**config.mk**
```make
export PLATFORM = sky130hd
export DESIGN_NAME = hs_npu_axi_burst_engine_flat
export DESIGN_NICKNAME = d
export VERILOG_FILES = /design/src/rtl/hs_npu_pkg.sv /design/src/rtl/axib_if.sv /design/src/rtl/hs_npu_axi_burst_engine.sv /design/src/flat_wrapper.sv
export SDC_FILE = /design/constraint.sdc
export NUM_CORES = 1
export LEC_CHECK = 0
export CELL_PAD_IN_SITES_DETAIL_PLACEMENT = 1
export CELL_PAD_IN_SITES_GLOBAL_PLACEMENT = 1
export CORE_MARGIN = 5
export CORE_UTILIZATION = 34
export CTS_CLUSTER_SIZE = 20
export DETAILED_ROUTE_END_ITERATION = 12
export PLACE_DENSITY_LB_ADDON = 0.1
export SLEW_MARGIN = 40
export SYNTH_ARGS = -nofsm -noshare
export SYNTH_HDL_FRONTEND = slang
export SYNTH_SLANG_ARGS = --single-unit
export TNS_END_PERCENT = 50
```
**constraint.sdc**
```tcl
create_clock -name clk -period 12.5 [get_ports clk]
set_input_delay 1.25 -clock clk [delete_from_list [all_inputs] [get_ports clk]]
set_output_delay 1.25 -clock clk [all_outputs]
set_load 0.005 [all_outputs]
```
**src/rtl/hs_npu_pkg.sv**
```systemverilog
// rtl/hs_npu_pkg.sv - shared types and AXI constants for the NPU memory interface
package hs_npu_pkg;

  typedef logic [31:0] uword;

  typedef enum logic [2:0] {
    ST_IDLE,
    ST_AR,
    ST_R,
    ST_AW,
    ST_W,
    ST_B,
    ST_DRAIN
  } eng_state_e;

  localparam logic [1:0] AXI_BURST_INCR = 2'b01;
  localparam logic [1:0] AXI_RESP_OKAY  = 2'b00;

endpackage

```
**src/rtl/axib_if.sv**
```systemverilog
// rtl/axib_if.sv - AXI4 burst bundle (address, data and response channels)
interface axib_if;
  import hs_npu_pkg::*;

  logic [3:0] arid;
  uword       araddr;
  logic [7:0] arlen;
  logic [2:0] arsize;
  logic [1:0] arburst;
  logic       arvalid;
  logic       arready;

  uword       rdata;
  logic [1:0] rresp;
  logic       rlast;
  logic       rvalid;
  logic       rready;

  logic [3:0] awid;
  uword       awaddr;
  logic [7:0] awlen;
  logic [2:0] awsize;
  logic [1:0] awburst;
  logic       awvalid;
  logic       awready;

  uword       wdata;
  logic [3:0] wstrb;
  logic       wlast;
  logic       wvalid;
  logic       wready;

  logic [1:0] bresp;
  logic       bvalid;
  logic       bready;

  modport m (
    output arid, araddr, arlen, arsize, arburst, arvalid,
    input  arready,
    input  rdata, rresp, rlast, rvalid,
    output rready,
    output awid, awaddr, awlen, awsize, awburst, awvalid,
    input  awready,
    output wdata, wstrb, wlast, wvalid,
    input  wready,
    input  bresp, bvalid,
    output bready
  );

  modport s (
    input  arid, araddr, arlen, arsize, arburst, arvalid,
    output arready,
    output rdata, rresp, rlast, rvalid,
    input  rready,
    input  awid, awaddr, awlen, awsize, awburst, awvalid,
    output awready,
    input  wdata, wstrb, wlast, wvalid,
    output wready,
    output bresp, bvalid,
    input  bready
  );

endinterface

```
**src/rtl/hs_npu_axi_burst_engine.sv**
```systemverilog
// rtl/hs_npu_axi_burst_engine.sv - single-burst AXI4 read/write master
// Response checking (err_o) is built only with HS_NPU_MEMIF_RESP_CHECK_EN defined.
module hs_npu_axi_burst_engine
  import hs_npu_pkg::*;
#(
  parameter int BEATS     = 4,
  parameter int BEAT_SIZE = 2
) (
  input  logic             clk,
  input  logic             rst,
  input  logic             req_valid_i,
  output logic             req_ready_o,
  input  logic             req_write_i,
  input  uword             req_addr_i,
  input  uword [BEATS-1:0] wr_data_i,
  input  logic             abort_i,
  output uword [BEATS-1:0] rd_data_o,
  output logic             done_o,
  output logic             err_o,
  axib_if.m                axi
);

  localparam int            BW        = (BEATS > 1) ? $clog2(BEATS) : 1;
  localparam logic [BW-1:0] LAST_BEAT = BW'(BEATS - 1);

  eng_state_e       state_q, state_d;
  logic [BW-1:0]    beat_q;
  logic             full_q;
  logic             abort_q;
  uword             addr_q;
  uword [BEATS-1:0] wdata_q;
  uword [BEATS-1:0] rd_data_q;
  logic             done_q;
  logic             accept;

  assign accept = req_valid_i && (state_q == ST_IDLE);

  assign axi.arid    = '0;
  assign axi.araddr  = addr_q;
  assign axi.arlen   = 8'(BEATS - 1);
  assign axi.arsize  = 3'(BEAT_SIZE);
  assign axi.arburst = AXI_BURST_INCR;
  assign axi.awid    = '0;
  assign axi.awaddr  = addr_q;
  assign axi.awlen   = 8'(BEATS - 1);
  assign axi.awsize  = 3'(BEAT_SIZE);
  assign axi.awburst = AXI_BURST_INCR;
  assign axi.wdata   = wdata_q[beat_q];
  assign axi.wstrb   = '1;
  assign axi.wlast   = (state_q == ST_W) && (beat_q == LAST_BEAT);

  assign rd_data_o = rd_data_q;
  assign done_o    = done_q;

  always_ff @(posedge clk or posedge rst) begin
    if (rst) state_q <= ST_IDLE;
    else     state_q <= state_d;
  end

  always_comb begin
    state_d     = state_q;
    req_ready_o = 1'b0;
    axi.arvalid = 1'b0;
    axi.rready  = 1'b0;
    axi.awvalid = 1'b0;
    axi.wvalid  = 1'b0;
    axi.bready  = 1'b0;
    case (state_q)
      ST_IDLE: begin
        req_ready_o = 1'b1;
        if (req_valid_i) state_d = req_write_i ? ST_AW : ST_AR;
      end
      ST_AR: begin
        // An abort seen while waiting still has to complete the AR handshake.
        axi.arvalid = 1'b1;
        if (axi.arready) state_d = (abort_i || abort_q) ? ST_DRAIN : ST_R;
      end
      ST_R: begin
        axi.rready = 1'b1;
        if (abort_i)                       state_d = (axi.rvalid && axi.rlast) ? ST_IDLE : ST_DRAIN;
        else if (axi.rvalid && axi.rlast)  state_d = ST_IDLE;
      end
      ST_AW: begin
        axi.awvalid = 1'b1;
        if (axi.awready) state_d = ST_W;
      end
      ST_W: begin
        axi.wvalid = 1'b1;
        if (axi.wready && (beat_q == LAST_BEAT)) state_d = ST_B;
      end
      ST_B: begin
        axi.bready = 1'b1;
        if (axi.bvalid) state_d = ST_IDLE;
      end
      ST_DRAIN: begin
        axi.rready = 1'b1;
        if (axi.rvalid && axi.rlast) state_d = ST_IDLE;
      end
      default: state_d = ST_IDLE;
    endcase
  end

  always_ff @(posedge clk or posedge rst) begin
    if (rst) begin
      beat_q    <= '0;
      full_q    <= 1'b0;
      abort_q   <= 1'b0;
      addr_q    <= '0;
      wdata_q   <= '0;
      rd_data_q <= '0;
      done_q    <= 1'b0;
    end else begin
      done_q <= 1'b0;
      if (accept) begin
        addr_q  <= req_addr_i;
        wdata_q <= wr_data_i;
        beat_q  <= '0;
        full_q  <= 1'b0;
        abort_q <= 1'b0;
      end
      case (state_q)
        ST_AR: if (abort_i) abort_q <= 1'b1;
        ST_R: begin
          // full_q marks that the last slot is written; later beats are dropped.
          if (axi.rvalid && !abort_i) begin
            if (!full_q) rd_data_q[beat_q] <= axi.rdata;
            if (beat_q == LAST_BEAT) full_q <= 1'b1;
            else                     beat_q <= beat_q + BW'(1);
            if (axi.rlast) done_q <= 1'b1;
          end
        end
        ST_W: if (axi.wready && (beat_q != LAST_BEAT)) beat_q <= beat_q + BW'(1);
        ST_B: if (axi.bvalid) done_q <= 1'b1;
        default: ;
      endcase
    end
  end

`ifdef HS_NPU_MEMIF_RESP_CHECK_EN
  logic err_q;

  always_ff @(posedge clk or posedge rst) begin
    if (rst) begin
      err_q <= 1'b0;
    end else if (accept) begin
      err_q <= 1'b0;
    end else begin
      if ((state_q == ST_R) && axi.rvalid && !abort_i) begin
        if (axi.rresp != AXI_RESP_OKAY)                              err_q <= 1'b1;
        if (axi.rlast && (full_q || (beat_q != LAST_BEAT)))          err_q <= 1'b1;
        if (!axi.rlast && !full_q && (beat_q == LAST_BEAT))          err_q <= 1'b1;
      end
      if ((state_q == ST_B) && axi.bvalid && (axi.bresp != AXI_RESP_OKAY)) err_q <= 1'b1;
    end
  end

  assign err_o = err_q;
`else
  assign err_o = 1'b0;
`endif

endmodule
```
**src/flat_wrapper.sv**
```systemverilog
// flat-port wrapper written by rule: the top's interface ports become plain ports
module hs_npu_axi_burst_engine_flat import hs_npu_pkg::*;
#(
  parameter int BEATS     = 4,
  parameter int BEAT_SIZE = 2
)
  (clk, rst, req_valid_i, req_ready_o, req_write_i, req_addr_i, wr_data_i, abort_i, rd_data_o, done_o, err_o, axi_arid, axi_araddr, axi_arlen, axi_arsize, axi_arburst, axi_arvalid, axi_arready, axi_rdata, axi_rresp, axi_rlast, axi_rvalid, axi_rready, axi_awid, axi_awaddr, axi_awlen, axi_awsize, axi_awburst, axi_awvalid, axi_awready, axi_wdata, axi_wstrb, axi_wlast, axi_wvalid, axi_wready, axi_bresp, axi_bvalid, axi_bready);
  axib_if axi_i ();
  input  logic clk;
  input  logic rst;
  input  logic req_valid_i;
  output logic req_ready_o;
  input  logic req_write_i;
  input  uword req_addr_i;
  input  uword [BEATS-1:0] wr_data_i;
  input  logic abort_i;
  output uword [BEATS-1:0] rd_data_o;
  output logic done_o;
  output logic err_o;
  output wire logic [$bits(axi_i.arid)-1:0] axi_arid;
  output wire logic [$bits(axi_i.araddr)-1:0] axi_araddr;
  output wire logic [$bits(axi_i.arlen)-1:0] axi_arlen;
  output wire logic [$bits(axi_i.arsize)-1:0] axi_arsize;
  output wire logic [$bits(axi_i.arburst)-1:0] axi_arburst;
  output wire logic [$bits(axi_i.arvalid)-1:0] axi_arvalid;
  input wire logic [$bits(axi_i.arready)-1:0] axi_arready;
  input wire logic [$bits(axi_i.rdata)-1:0] axi_rdata;
  input wire logic [$bits(axi_i.rresp)-1:0] axi_rresp;
  input wire logic [$bits(axi_i.rlast)-1:0] axi_rlast;
  input wire logic [$bits(axi_i.rvalid)-1:0] axi_rvalid;
  output wire logic [$bits(axi_i.rready)-1:0] axi_rready;
  output wire logic [$bits(axi_i.awid)-1:0] axi_awid;
  output wire logic [$bits(axi_i.awaddr)-1:0] axi_awaddr;
  output wire logic [$bits(axi_i.awlen)-1:0] axi_awlen;
  output wire logic [$bits(axi_i.awsize)-1:0] axi_awsize;
  output wire logic [$bits(axi_i.awburst)-1:0] axi_awburst;
  output wire logic [$bits(axi_i.awvalid)-1:0] axi_awvalid;
  input wire logic [$bits(axi_i.awready)-1:0] axi_awready;
  output wire logic [$bits(axi_i.wdata)-1:0] axi_wdata;
  output wire logic [$bits(axi_i.wstrb)-1:0] axi_wstrb;
  output wire logic [$bits(axi_i.wlast)-1:0] axi_wlast;
  output wire logic [$bits(axi_i.wvalid)-1:0] axi_wvalid;
  input wire logic [$bits(axi_i.wready)-1:0] axi_wready;
  input wire logic [$bits(axi_i.bresp)-1:0] axi_bresp;
  input wire logic [$bits(axi_i.bvalid)-1:0] axi_bvalid;
  output wire logic [$bits(axi_i.bready)-1:0] axi_bready;
  assign axi_arid = axi_i.arid;
  assign axi_araddr = axi_i.araddr;
  assign axi_arlen = axi_i.arlen;
  assign axi_arsize = axi_i.arsize;
  assign axi_arburst = axi_i.arburst;
  assign axi_arvalid = axi_i.arvalid;
  assign axi_i.arready = axi_arready;
  assign axi_i.rdata = axi_rdata;
  assign axi_i.rresp = axi_rresp;
  assign axi_i.rlast = axi_rlast;
  assign axi_i.rvalid = axi_rvalid;
  assign axi_rready = axi_i.rready;
  assign axi_awid = axi_i.awid;
  assign axi_awaddr = axi_i.awaddr;
  assign axi_awlen = axi_i.awlen;
  assign axi_awsize = axi_i.awsize;
  assign axi_awburst = axi_i.awburst;
  assign axi_awvalid = axi_i.awvalid;
  assign axi_i.awready = axi_awready;
  assign axi_wdata = axi_i.wdata;
  assign axi_wstrb = axi_i.wstrb;
  assign axi_wlast = axi_i.wlast;
  assign axi_wvalid = axi_i.wvalid;
  assign axi_i.wready = axi_wready;
  assign axi_i.bresp = axi_bresp;
  assign axi_i.bvalid = axi_bvalid;
  assign axi_bready = axi_i.bready;
  hs_npu_axi_burst_engine #(.BEATS(BEATS), .BEAT_SIZE(BEAT_SIZE)) u_core (.clk(clk), .rst(rst), .req_valid_i(req_valid_i), .req_ready_o(req_ready_o), .req_write_i(req_write_i), .req_addr_i(req_addr_i), .wr_data_i(wr_data_i), .abort_i(abort_i), .rd_data_o(rd_data_o), .done_o(done_o), .err_o(err_o), .axi(axi_i));
endmodule
```
# After elaboration in Yosys (flattened, before gate mapping)
# Cells that the tools add are included.
classes:
  addsub: 1
  order_cmp: 2
  eq_ne: 13
  n_mux: 38
  bitwise: 1
  n_reduce_logical: 13
op_table:
  columns: ["op", "n"]
  rows:
  - ["$bwmux 128", 1]
  - ["$bmux 32 s2", 1]
  - ["$demux 32 s2", 1]
  - ["$mux 32", 2]
  - ["$mux 3", 9]
  - ["$pmux 3 s7", 1]
  - ["$mux 1", 16]
  - ["$ne 2x2->1 const B", 6]
  - ["$mux 2", 5]
  - ["$eq 3x3->1 const B", 3]
  - ["$logic_and 1x1->1", 7]
  - ["$eq 3x2->1 const B", 2]
  - ["$reduce_and 5->1", 1]
  - ["$pmux 2 s2", 1]
  - ["$eq 3x1->1 const B", 1]
  - ["$logic_not 3->1", 1]
  - ["$lt 2x3->1 const B", 1]
  - ["$reduce_and 3->1", 1]
  - ["$add 2x1->2 const B", 1]
  - ["$eq 2x2->1 const B", 1]
  - ["$ge 2x1->1 const B", 1]
  - ["$pmux 1 s2", 1]
  - ["$reduce_or 2->1", 1]
  - ["$logic_not 1->1", 1]
  - ["2 further kinds", 2]
word_totals:
  register_bits: 296
  input_bits: 207
  out_inout_bits: 271
  word_cells: 82

# Longest topological paths before layout
# Gate-level depths: netlist of the first run.
depth:
  depth_word: 6
  mapped_depth: 7
  depth_no_buf: 5

# Least setup slack after synthesis of the first run
# No wires, ideal clock.
synth_path:
  path_kind: "reg-to-output"
  start: "register u_core.beat_q[0]"
  end: "output port axi_wdata[12]"
  arrival_time_ns: 1.598
  required_time_ns: 11.250
  setup_slack_ns: 9.652
  path_stages_with_launch: 4
  n_path_buf: 2
  path_cell_list: "dfrtp_1 > clkbuf_1 > buf_2 > mux4_2"
synth_via:
  elab_chain_len: 2
synth_lines:
  columns: ["item", "line", "source"]
  rows:
  - ["from (decl)", "hs_npu_axi_burst_engine.sv:27", "logic [BW-1:0] beat_q;"]
  - ["from (signal assigned)", "hs_npu_axi_burst_engine.sv:128", "else beat_q <= beat_q + BW'(1);"]
  - ["from (signal assigned)", "hs_npu_axi_burst_engine.sv:132", "ST_W: if (axi.wready && (beat_q != LAST_BEAT)) beat_q <= beat_q + BW'(1);"]
  - ["$bmux 32 s2", "hs_npu_axi_burst_engine.sv:48", "assign axi.wdata = wdata_q[beat_q];"]
  - ["$mux 32 (not written as such)", "hs_npu_axi_burst_engine.sv:48", null]
  - ["to (decl)", "flat_wrapper.sv:39", "output wire logic [$bits(axi_i.wdata)-1:0] axi_wdata;"]
# Every way passes these cells. The select of a mux whose other input is x is not followed.

# Final worst setup path of the first run
layout_path:
  start: "register u_core.beat_q[1]"
  end: "output port axi_wlast"
layout_via:
  elab_chain_len: 2
layout_lines:
  columns: ["item", "line", "source"]
  rows:
  - ["$eq 2x2->1", "hs_npu_axi_burst_engine.sv:50", "assign axi.wlast = (state_q == ST_W) && (beat_q == LAST_BEAT);"]
  - ["$logic_and 1x1->1", "hs_npu_axi_burst_engine.sv:50", null]
  - ["to (decl)", "flat_wrapper.sv:41", "output wire logic [$bits(axi_i.wlast)-1:0] axi_wlast;"]
# Every way passes these cells.

==> results of run 1 <==
## cells by family after synthesis
group,after synthesis,share of synthesized area
AOI/OAI and AO/OA,13,0.00706
adders and majority gates,4,0.00387
buffers and inverters,134,0.0678
DFF,296,0.572
muxes,164,0.191
other,2,0.000580
and+or+nand+nor,516,0.157
## through the flow
stage | util | std cells
final | 0.494 | 2056
after global routing | 0.494 | 2055
after CTS | 0.494 | 2052
after detailed placement | 0.461 | 1990
after global placement | 0.460 | 1988
after floorplan | - | 1166
## power by group through the flow
stage	Sequential [mW]	Combinational, mW	Clock, mW
5_1_grt	1.70	1.92	1.17
6_report	1.64	1.76	1.10
2_1_floorplan	1.59	0.869	0
3_3_place_gp	1.64	1.75	0
4_1_cts	1.65	1.80	1.13
3_5_place_dp	1.66	1.79	0
## worst min path at each step
| stage | end | slack (ns) | cells after the start |
|---|---|---|---|
| final | u_core.wdata_q[101] | 0.47 | 2 |
| after global routing | u_core.wdata_q[93] | 0.49 | 2 |
| after CTS | u_core.wdata_q[119] | 0.47 | 2 |
| after detailed placement | u_core.wdata_q[119] | 0.46 | 2 |
| after global placement | u_core.wdata_q[35] | 0.45 | 2 |
| after floorplan | u_core.wdata_q[64] | 0.44 | 2 |
## flip-flops by register name, summed over array words and instances, names as in the netlist
signal and flops:
u_core.beat_q 2, u_core.rd_data_o 128, u_core.abort_q 1, u_core.done_o 1, u_core.axi.araddr 32, u_core.wdata_q 128, u_core.state_q 3, u_core.full_q 1
## placed cells by master (no fill, tap or decap), types with 3 or more instances in the layout
master and n:
a31oi_1 3, buf_6 5, bufinv_16 6, clkbuf_1 9
clkbuf_16 37, clkbuf_8 4, clkdlybuf4s50_1 434, clkinv_2 4
conb_1 39, dfrtp_1 294, diode_2 4, ha_1 4
inv_1 4, mux2_2 61, mux2_4 70, mux4_2 32
nand2_1 487, nand2_4 4, nor2_1 7, nor3_1 5
## layer usage
layer  vias to the layer above  GRT usage  wire length, um
met5                         -          0              142
met4                        24     0.0533             1080
met3                        85     0.0700             3550
met2                       278      0.304            18900
met1                      4612      0.220            15600
li1                       4319          -                -
## worst max-delay path: stages (launching register included)
cell and delay [ns]:
dfrtp_4 0.84, ha_1 0.41, and3_1 0.20, clkdlybuf4s50_1 0.56
## layout make-up
type	count	area, um2
diodes	4	10.0
clock buffers	50	1010
clock inverters	12	218
fillers	4048	19000
inverters	5	26.3
multi-input cells	736	4810
flip-flops and latches	296	7410
well taps	511	639
repair buffers	442	4450
==> results by group, run 1 <==
Setup path
  • Critical Path Sink: axi_wlast
  • Setup crit start: u_core.beat_q[1]
  • Reg-to-Reg Start: u_core.state_q[0]
  • Worst setup EP type: output pin
  • Worst EP arrival: 2.53 ns
  • Critical Path Fanout Max: 35
  • Flop2flop setup slack: 9.60 ns
  • Critical path launch point type: register
  • CP Data Required Time: 11.25 ns
  • R2R depth: 6
  • Reg-to-Reg End: u_core.wdata_q[54]
  • Critical path class: reg -> out

Yosys
  • Area contributors post-synth: dfrtp_1, nand2_1, mux2_4, mux4_2, mux2_2
  • Async SR Flop Fraction: 1.00
  • Post-Syn Area: 0.0129 mm2
  • Main flop type after synthesis: dfrtp_1
  • Post-synthesis average cell area: 11.5 um2
  • Most frequent cells after synthesis: nand2_1, dfrtp_1, buf_4
  • Yosys top cell by area: dfrtp_1
  • Post-synth EDFFs: 0
  • Yosys warns: 0
  • #FFs+latches synth: 296
  • Netlist cell types: 32
  • Synth top area share: 0.572
  • Sequential element share of the synthesized area: 0.572
  • Cells after Synth: 1129
  • Most frequent cell after synthesis: nand2_1

Min path
  • Worst Hold Class: reg -> reg
  • Worst hold start: u_core.wdata_q[101]

Clock tree
  • CTS Buffer Depth: 3
  • CTS tree: yes
  • Clock Latency Late Sink: 0.52 ns
  • Reg clk slew, reported paths: 0.07 ns
  • CTS Hold Buffers Added: 0
  • CTS buffer count: 36
  • Htree depth: 2
  • Resize count post-CTS: 0
  • Clock tree root driver cell: clkbuf_16
  • Sink Count: 296
  • Post-CTS Setup Inserts: 0

Place
  • IO Port Bufs: 434
  • DP HPWL: 27.5 mm
  • Dpl ws: 8.88 ns
  • Area post-placement: 0.0173 mm2
  • GP Congestion: 0.771

Die
  • IO Count: 478
  • Die footprint: 0.0421 mm2
  • Core area: 0.0376 mm2
  • Die width: 205 um
  • Die height: 205 um
  • Rows: 71
  • Initial Utilization: 0.344

Job
  • Max-cap viol count: 0

STA
  • Period utilization: 0.302
  • Achievable Freq: 265 MHz
  • TNS Setup: 0 ns
  • RSZ-0062 raised after global routing: false
  • Worst-case clock skew: 0.0128 ns
  • Rel. slew slack: 0.466
  • Final Hold Viols: 0
  • Final WS setup: 8.72 ns
  • Slew of the pin with the lowest slew margin: 0.801 ns
  • Worst hold slack: 0.467 ns
  • Minimum clock period: 3.78 ns
  • Slew Viols, Final: 0
  • Finish-stage setup viols: 0

GRT
  • Vias in the first global route: 10200
  • Global Route Usage Sum: 0.182
  • Gr ovfl total: 0
  • Largest net degree at the start of global routing: 95
  • Initial antenna violation count: 16
  • First-pass GRT wire length: 60.4 mm

Final layout
  • Post-route design area: 0.0186 mm2
  • Layout Nets: 1728
  • Share of cells above drive strength 1: 0.154
  • Layout area overhead: 43.6%

Pwr
  • Power per standard cell area: 242 mW/mm2
  • VDD IR max: 0.0840 mV
  • P_leak: 9.00 nW
  • P_int: 3.15 mW
  • Overall power: 4.49 mW
  • Clock Power Share: 0.244
  • Sw Share: 0.299
  • Logic pwr share: 0.391
  • Reg power frac: 0.365
  • Net switching power: 1.34 mW

Routing
  • DRT Pass-1 Iters: 4
  • DRT iter0 DRCs: 288
  • Number of antenna-violating nets in the routed design: 0
  • Via count: 9318
  • WL/cell: 19.1 um
  • Routed wire length: 39.3 mm
  • Vias per cell: 4.53
  • Drt drc: 0

Run status
  • Status: finished, final reports clean
No activity file was read; power rests on OpenSTA's default activity.
==> run 2, diff against run 1 <==
==> constraint.sdc (replaced) <==
create_clock -name clk -period 3.7 [get_ports clk]
set_input_delay 0.37 -clock clk [delete_from_list [all_inputs] [get_ports clk]]
set_output_delay 0.37 -clock clk [all_outputs]
set_load 0.005 [all_outputs]
==> run 2 against run 1 <==
  * Clock skew grew 0.00080 ns
  * Largest cell class unchanged
  * Sequential power rose to 3.4 times the previous value
  * Sequential share of layout area about the same
  * Critical path type unchanged
  * Sequential cell count unchanged
==> results by group, run 2 (synthesis gave the netlist of run 1 again) <==
Setup path
  • Reg-to-Reg Start: u_core.state_q[2]
  • Critical Path Sink: axi_wdata[7]
  • Critical Path Fanout Max: 23
  • Reg-to-Reg End: u_core.rd_data_o[105]
  • CP Data Required Time: 3.33 ns
  • Flop2flop setup slack: 1.31 ns
  • Setup crit start: u_core.beat_q[0]
  • Worst setup EP type: output pin
  • R2R depth: 4
  • Worst EP arrival: 2.56 ns
  • Critical path class: reg -> out
  • Critical path launch point type: register

Final layout
  • Most common cell after layout, fill and taps aside: nand2_1
  • Filler Cell Count: 4043
  • Layout area overhead: 43.6%
  • Area of the multi-input gates: 0.00480 mm2
  • Seq. cell area: 0.00741 mm2
  • Share of cells above drive strength 1: 0.159
  • Most frequent cells in the layout: nand2_1, clkdlybuf4s50_1, dfrtp_1, mux2_4, mux2_2
  • Layout Nets: 1737

Clock tree
  • Clock Latency Late Sink: 0.52 ns
  • Clock tree root driver cell: clkbuf_16
  • Resize count post-CTS: 0
  • CTS Buffer Depth: 3
  • Sink Count: 296
  • Reg clk slew, reported paths: 0.06 ns
  • CTS buffer count: 35
  • CTS tree: yes
  • Htree depth: 2
  • CTS Hold Buffers Added: 0
  • Post-CTS Setup Inserts: 0

STA
  • Final Hold Viols: 0
  • Achievable Freq: 341 MHz
  • Worst hold slack: 0.323 ns
  • Period utilization: 0.792
  • Minimum clock period: 2.93 ns
  • RSZ-0062 raised after global routing: false
  • Slew of the pin with the lowest slew margin: 0.693 ns
  • Rel. slew slack: 0.537
  • Final WS setup: 0.770 ns
  • Finish-stage setup viols: 0
  • Worst-case clock skew: 0.0136 ns
  • Slew Viols, Final: 0

Routing
  • DRT Pass-1 Iters: 4
  • Number of antenna-violating nets in the routed design: 0
  • Vias per cell: 4.53
  • Drt drc: 0
  • Via count: 9355
  • Routed wire length: 39.8 mm
  • DRT iter0 DRCs: 261
  • WL/cell: 19.3 um

Die
  • Core area: 0.0376 mm2
  • Initial Utilization: 0.344
  • Die height: 205 um
  • Rows: 71
  • Die width: 205 um
  • IO Count: 478
  • Die footprint: 0.0421 mm2

GRT
  • Largest net degree at the start of global routing: 126
  • First-pass GRT wire length: 60.8 mm
  • Vias in the first global route: 10100
  • Initial antenna violation count: 13
  • Gr ovfl total: 0
  • Global Route Usage Sum: 0.185

Pwr
  • Overall power: 15.0 mW
  • P_leak: 9.02 nW
  • Power per standard cell area: 805 mW/mm2
  • VDD IR max: 0.310 mV

Place
  • IO Port Bufs: 434
  • Dpl ws: 0.948 ns
  • DP HPWL: 28.5 mm
  • GP Congestion: 0.771

Run status
  • Status: finished, final reports clean

Job
  • Max-cap viol count: 0

Min path
  • Worst Hold Class: in -> async
-- run 2: worst min-delay path by stage --
stage	depth (start not counted)	slack [ns]	to	start
finish	2	0.32	u_core.axi.araddr[10]	rst
global route	2	0.35	u_core.axi.araddr[10]	rst
global placement	2	0.45	u_core.wdata_q[67]	u_core.wdata_q[67]
CTS	2	0.33	u_core.rd_data_o[25]	rst
detailed placement	2	0.46	u_core.wdata_q[80]	u_core.wdata_q[80]
floorplan	2	0.44	u_core.wdata_q[64]	u_core.wdata_q[64]
-- run 2: metrics by stage --
stage | cell area, um2 | setup TNS [ns] | std cells | utilization
after global placement | 17400 | 0 | 2000 | 0.464
after floorplan | 13100 | -177.93 | 1166 | -
after detailed placement | 17400 | 0 | 2000 | 0.464
final | 18600 | 0 | 2063 | 0.494
after CTS | 18600 | 0 | 2061 | 0.494
after global routing | 18600 | 0 | 2063 | 0.494
-- run 2: final cells by class --
cell class                      count  area share
Antenna cell                        2    0.000269
Clock buffer                       51      0.0553
Clock inverter                     10     0.00620
Inverter                            5     0.00121
Multi-Input combinational cell    736       0.259
Sequential cell                   296       0.399
Tap cell                          511      0.0344
Timing Repair Buffer              452       0.245
-- run 2: power breakdown --
part / internal, mW / switching, mW / total [mW]
Clock: 2.07 / 1.36 / 3.43
Sequential: 4.64 / 0.953 / 5.59
Combinational: 3.71 / 2.24 / 5.95
Total: 10.4 / 4.55 / 15.0
-- run 2: critical path: stages (launching register included) --
cell,delay (ns)
dfrtp_4,0.72
buf_4,0.28
mux4_2,0.52
clkdlybuf4s50_1,0.50
-- run 2: layer usage --
layer	wire [um]	up-vias	global-route usage
met4	838	22	0.0483
met3	3510	63	0.0723
met5	137	-	0
met2	19100	275	0.305
li1	-	4341	-
met1	16200	4654	0.229
==> edit 1: new RTL, settings of run 1 <==
Re-encode `eng_state_e` (7 states) as Gray code, 3 bits wide.
--- a/src/rtl/hs_npu_pkg.sv
+++ b/src/rtl/hs_npu_pkg.sv
@@ -5,11 +5,11 @@
 
   typedef enum logic [2:0] {
-    ST_IDLE,
-    ST_AR,
-    ST_R,
-    ST_AW,
-    ST_W,
-    ST_B,
-    ST_DRAIN
+    ST_IDLE  = 3'b000,
+    ST_AR    = 3'b001,
+    ST_R     = 3'b011,
+    ST_AW    = 3'b010,
+    ST_W     = 3'b110,
+    ST_B     = 3'b111,
+    ST_DRAIN = 3'b101
   } eng_state_e;
 
Check against the original RTL: same outputs for any inputs over 4 cycles, from zero or initial values and one cycle with rst high; so few cycles prove little.
==> edit 1 against run 1 <==
  * Register-to-register slack worse by 510 ps
  * Design area shrank 1.8%
  * Die area down 1.4%
  * Critical path depth increased by 1
  * Routed wire length down 0.98%
  * Total power down 6.8%
  * Sequential cell count unchanged
  * Setup slack got worse by 11 ps
  * Area after synthesis down 1.5%
  * Largest power group is now registers
  * Highest routed layer unchanged
==> edit 1: results (changes against run 1) <==
Placed design
  – Post-DP HPWL: 27.5 mm (about the same)
  – DP Area: 0.0171 mm² (was 0.0173 mm²)
  – Gp weighted congestion: 0.751 (was 0.771)

Global routing
  – All-layer global routing usage: 0.183 (was 0.182)
  – Vias in the first global route: 10269 (was 10209)
  – GRT met2 Usage: 0.310 (was 0.304)
  – Antenna violations before repair: 11 (was 16)
  – Met1 usage: 0.226 (was 0.220)
  – First-pass GRT wire length: 60.3 mm (was 60.4 mm)
  – Largest net degree at the start of global routing: 129 (was 95)
  – Routing usage on met3: 0.0668 (was 0.0700)

Yosys
  – Netlist cell types: 36 (was 32)
  – Top cells by instance count after synthesis: 487 x nand2_1, 296 x dfrtp_1, 109 x mux2_2 (was 488 x nand2_1, 296 x dfrtp_1, 71 x buf_4)
  – Post-synthesis xor/xnor area fraction: 0.000687 (was 0)
  – Mux cell area share after synthesis: 0.172 (was 0.191)
  – Main area contributors after synthesis: dfrtp_1 58%, nand2_1 14%, mux2_2 9.6%, mux4_2 5.7%, buf_4 4.2% (was dfrtp_1 57%, nand2_1 14%, mux2_4 8.1%, mux4_2 5.6%, mux2_2 5.3%)
  – Synth top area share: 0.581 (was 0.572)
  – Synth Area in Adders: 0.00393 (was 0.00387)
  – Seq/Total Area, Yosys: 0.581 (was 0.572)
  – Synth Area in Compound Gates: 0.0116 (was 0.00706)

Setup path
  – Arr. time, crit path: 2540 ps (was 2530 ps)
  – Slowest stage delay, CP: 540 ps (was 840 ps)
  – Critical path's slowest cell: mux4_2 (was dfrtp_4)
  – Crit Path Max Fanout: 22 (was 35)

Cells and area
  – Number of clock buffers in the layout: 53 (was 50)
  – Multi-input gate area: 0.00460 mm² (was 0.00481 mm²)
  – #MultiIn Comb: 745 (was 736)
  – Fillers: 4043 (was 4048)
  – Fin nets: 1737 (was 1728)
  – Seq area share: 0.406 (was 0.399)
  – Diode count: 3 (was 4)
  – Logic inverters: 6 (was 5)
  – Clock buf/inv share: 0.0627 (was 0.0663)
  – Layout non-clock buf frac: 0.244 (was 0.239)
  – Bufs w/o clock: 441 (was 442)
  – Share of cells above drive strength 1: 0.135 (was 0.154)

Pwr
  – Worst IR Drop VDD: 0.000114 V (was 0.0000840 V)
  – PwrDens: 230 mW/mm² (was 242 mW/mm²)
  – Static Leakage: 8.77 nW (was 9.00 nW)
  – Switching Share: 0.306 (was 0.299)

CTS
  – Inserted Clock Buffers: 36 (unchanged)
  – Clock latency on the worst-skew pair: 520 ps (about the same)

Detailed routing
  – WL/cell: 19.2 µm (was 19.1 µm)
  – Vias per std cell: 4.63 (was 4.53)
  – Routed length on met3: 3.17 mm (was 3.55 mm)
  – Met1 Wirelength: 15.9 mm (was 15.6 mm)
  – Wire length on met2: 19.1 mm (was 18.9 mm)
  – Initial drt markers: 296 (was 288)
  – DR top layer: met5 (unchanged)

STA
  – Final Skew: 14.4 ps (was 12.8 ps)
  – Worst-Margin Slew: 687 ps (was 801 ps)

Run status
  – Status: complete, no violations (unchanged)
## edit 1: power by group through the flow
| stage | Combinational [mW] | Clock [mW] | Sequential, mW |
|---|---|---|---|
| detailed placement | 1.61 | 0 | 1.60 |
| global placement | 1.58 | 0 | 1.59 |
| CTS | 1.62 | 1.05 | 1.59 |
| floorplan | 0.787 | 0 | 1.54 |
| finish | 1.58 | 1.02 | 1.59 |
| global route | 1.75 | 1.10 | 1.64 |
## edit 1: critical path, delay by kind of cell (launching register included)
kind	cells	cell delay, ps
buf+inv	3	1100
mux	1	540
flops	1	370
## edit 1: worst paths after layout
check | to | cells after the start | startpoint | slack (ps)
max | axi_wdata[18] | 4 | u_core.beat_q[0]$_DFF_PP0_ | 8710
min | u_core.wdata_q[62]$_DFFE_PP0P_ | 2 | u_core.wdata_q[62]$_DFFE_PP0P_ | 470
max reg2reg | u_core.beat_q[1]$_DFF_PP0_ | 6 | u_core.state_q[2]$_DFFE_PP0P_ | 9090
min reg2reg | u_core.wdata_q[62]$_DFFE_PP0P_ | 2 | u_core.wdata_q[62]$_DFFE_PP0P_ | 470
max in group asynchronous | u_core.axi.araddr[27]$_DFFE_PP0P_ | 4 | rst | 9800
min in group asynchronous | u_core.rd_data_o[55]$_DFFE_PP0P_ | 2 | rst | 1320
## edit 1: metrics by stage
| step | std cells | hold slack, ps | util | power [mW] | setup slack [ps] |
|---|---|---|---|---|---|
| after detailed placement | 1961 | 461 | 0.457 | 3.21 | 8250 |
| after global placement | 1960 | 453 | 0.456 | 3.16 | 8340 |
| after CTS | 2021 | 475 | 0.488 | 4.27 | 8460 |
| after floorplan | 1178 | 440 | - | 2.32 | 3070 |
| final | 2025 | 470 | 0.489 | 4.19 | 8710 |
| after global routing | 2024 | 494 | 0.489 | 4.49 | 8560 |
==> edit 2: new RTL, flow settings as in run 1 <==
Without the edit above. The option `HS_NPU_MEMIF_RESP_CHECK_EN` is turned on by a define.
--- a/src/rtl/hs_npu_axi_burst_engine.sv
+++ b/src/rtl/hs_npu_axi_burst_engine.sv
@@ -1,4 +1,6 @@
 // rtl/hs_npu_axi_burst_engine.sv - single-burst AXI4 read/write master
 // Response checking (err_o) is built only with HS_NPU_MEMIF_RESP_CHECK_EN defined.
+`define HS_NPU_MEMIF_RESP_CHECK_EN
+
 module hs_npu_axi_burst_engine
   import hs_npu_pkg::*;
Behaviour: not the same (Yosys sat finds a counterexample within 4 cycles, from zero or initial values and one cycle with rst high).
==> edit 2 against run 1 <==
  * Setup slack got worse by 220 ps
  * Sequential cell count rose by 1
  * Total power is 3.3% lower
  * Routed wire length rose by 2.5%
  * Area after synthesis shrank 1.1%
  * Design area is 1.2% lower
  * Critical path depth did not move
  * Via count grew 0.87%
==> edit 2: results (changes against run 1) <==
Setup path
  – Critical path's slowest cell: mux4_2 (was dfrtp_4)
  – Slowest stage delay, CP: 580 ps (was 840 ps)

Yosys
  – Cells after synthesis: 1140 (was 1129)
  – Netlist cell types: 41 (was 32)
  – Top cells by instance count after synthesis: 485 x nand2_1, 297 x dfrtp_1, 90 x mux2_1 (was 488 x nand2_1, 296 x dfrtp_1, 71 x buf_4)
  – Seq/Total Area, Yosys: 0.581 (was 0.572)
  – Main area contributors after synthesis: dfrtp_1 58%, nand2_1 14%, mux2_1 7.9%, mux4_2 5.6%, buf_4 4.5% (was dfrtp_1 57%, nand2_1 14%, mux2_4 8.1%, mux4_2 5.6%, mux2_2 5.3%)

Run status
  – Status: complete, no violations (unchanged)

Global routing
  – Largest net degree at the start of global routing: 136 (was 95)
  – All-layer global routing usage: 0.188 (was 0.182)
  – Vias in the first global route: 10238 (was 10209)
  – Antenna violations before repair: 9 (was 16)
  – First-pass GRT wire length: 61.4 mm (was 60.4 mm)

Placed design
  – Inst Count DP: 2004 (was 1990)
  – Post-DP HPWL: 29.0 mm (was 27.5 mm)
  – Gp weighted congestion: 0.762 (was 0.771)
  – # port buffers: 439 (was 434)

Cells and area
  – Share of cells above drive strength 1: 0.0926 (was 0.154)
  – Fillers: 4023 (was 4048)

STA
  – Slew margin rel.: 0.475 (was 0.466)
  – Final Skew: 13.7 ps (was 12.8 ps)

Detailed routing
  – Final wirelength: 40.3 mm (was 39.3 mm)
  – Via count: 9399 (was 9318)

Pwr
  – Static Leakage: 8.70 nW (was 9.00 nW)

CTS
  – Inserted Clock Buffers: 37 (was 36)
## edit 2: changes by cell type in the layout (fill, tap and decap cells not counted), moves of 3 or more
cell	change
o21ai_0	+4
mux2_4	-70
nand2_4	-4
buf_16	+4
mux2_2	-20
buf_4	+5
bufinv_16	-5
clkdlybuf4s50_1	+5
buf_6	-3
mux2_1	+90
## edit 2: worst paths after layout
check / end / slack [ps] / start / cells after the start
hold reg to reg: u_core.wdata_q[72]$_DFFE_PP0P_ / 470 / u_core.wdata_q[72]$_DFFE_PP0P_ / 2
setup / recovery: axi_wdata[25] / 8510 / u_core.beat_q[0]$_DFF_PP0_ / 3
setup reg to reg: u_core.wdata_q[79]$_DFFE_PP0P_ / 9710 / u_core.state_q[0]$_DFFE_PP0P_ / 5
hold / removal: u_core.wdata_q[72]$_DFFE_PP0P_ / 470 / u_core.wdata_q[72]$_DFFE_PP0P_ / 2
min in group asynchronous: u_core.wdata_q[15]$_DFFE_PP0P_ / 1210 / rst / 2
max in group asynchronous: u_core.rd_data_o[50]$_DFFE_PP0P_ / 9750 / rst / 5
## edit 2: final cells by class
type                       count  area (µm²)  area share
sequential                   297        7440       0.405
timing repair buffer         452        4590       0.250
multi-input combinational    739        4550       0.248
clock buffer                  52        1020      0.0557
tap                          511         639      0.0348
clock inverter                 9        78.8     0.00429
inverter                       6        35.0     0.00191
antenna                        3        7.51    0.000409
## edit 2: cells by family after synthesis
| group | synth area share |
|---|---|
| xor gates and xnor gates | 0.000684 |
| and+or+nand+nor | 0.156 |
| buffers and inverters | 0.0761 |
| adders and majority gates | 0.00391 |
| muxes | 0.173 |
| other | 0.000587 |
| DFF | 0.581 |
| AOI/OAI and AO/OA | 0.00860 |
## edit 2: per-layer routing
metal	global-route usage	vias up	share of wire
met5	0	-	0.0021
met2	0.314	273	0.49
li1	-	4377	-
met1	0.237	4670	0.41
met4	0.0462	12	0.022
met3	0.0625	67	0.077
## edit 2: stage by stage
stage | setup slack, ps | utilization | hold WS (ps)
floorplan | 3050 | - | 440
global placement | 8480 | 0.458 | 452
detailed placement | 8570 | 0.460 | 460
CTS | 8410 | 0.490 | 475
global route | 8330 | 0.491 | 493
finish | 8510 | 0.491 | 469
## edit 2: power by group
group	switching (mW)	total (mW)	leakage [nW]	internal (mW)
Combinational	0.674	1.69	4.33	1.02
Sequential	0.276	1.66	3.83	1.38
Clock	0.402	0.991	0.542	0.588
Total	1.35	4.34	8.70	2.99
## edit 2: worst max-delay path, delay by kind of cell (launching register included)
| family | cells | cell delay (ps) |
|---|---|---|
| buf+inv | 2 | 1130 |
| flops | 1 | 490 |
| mux | 1 | 580 |
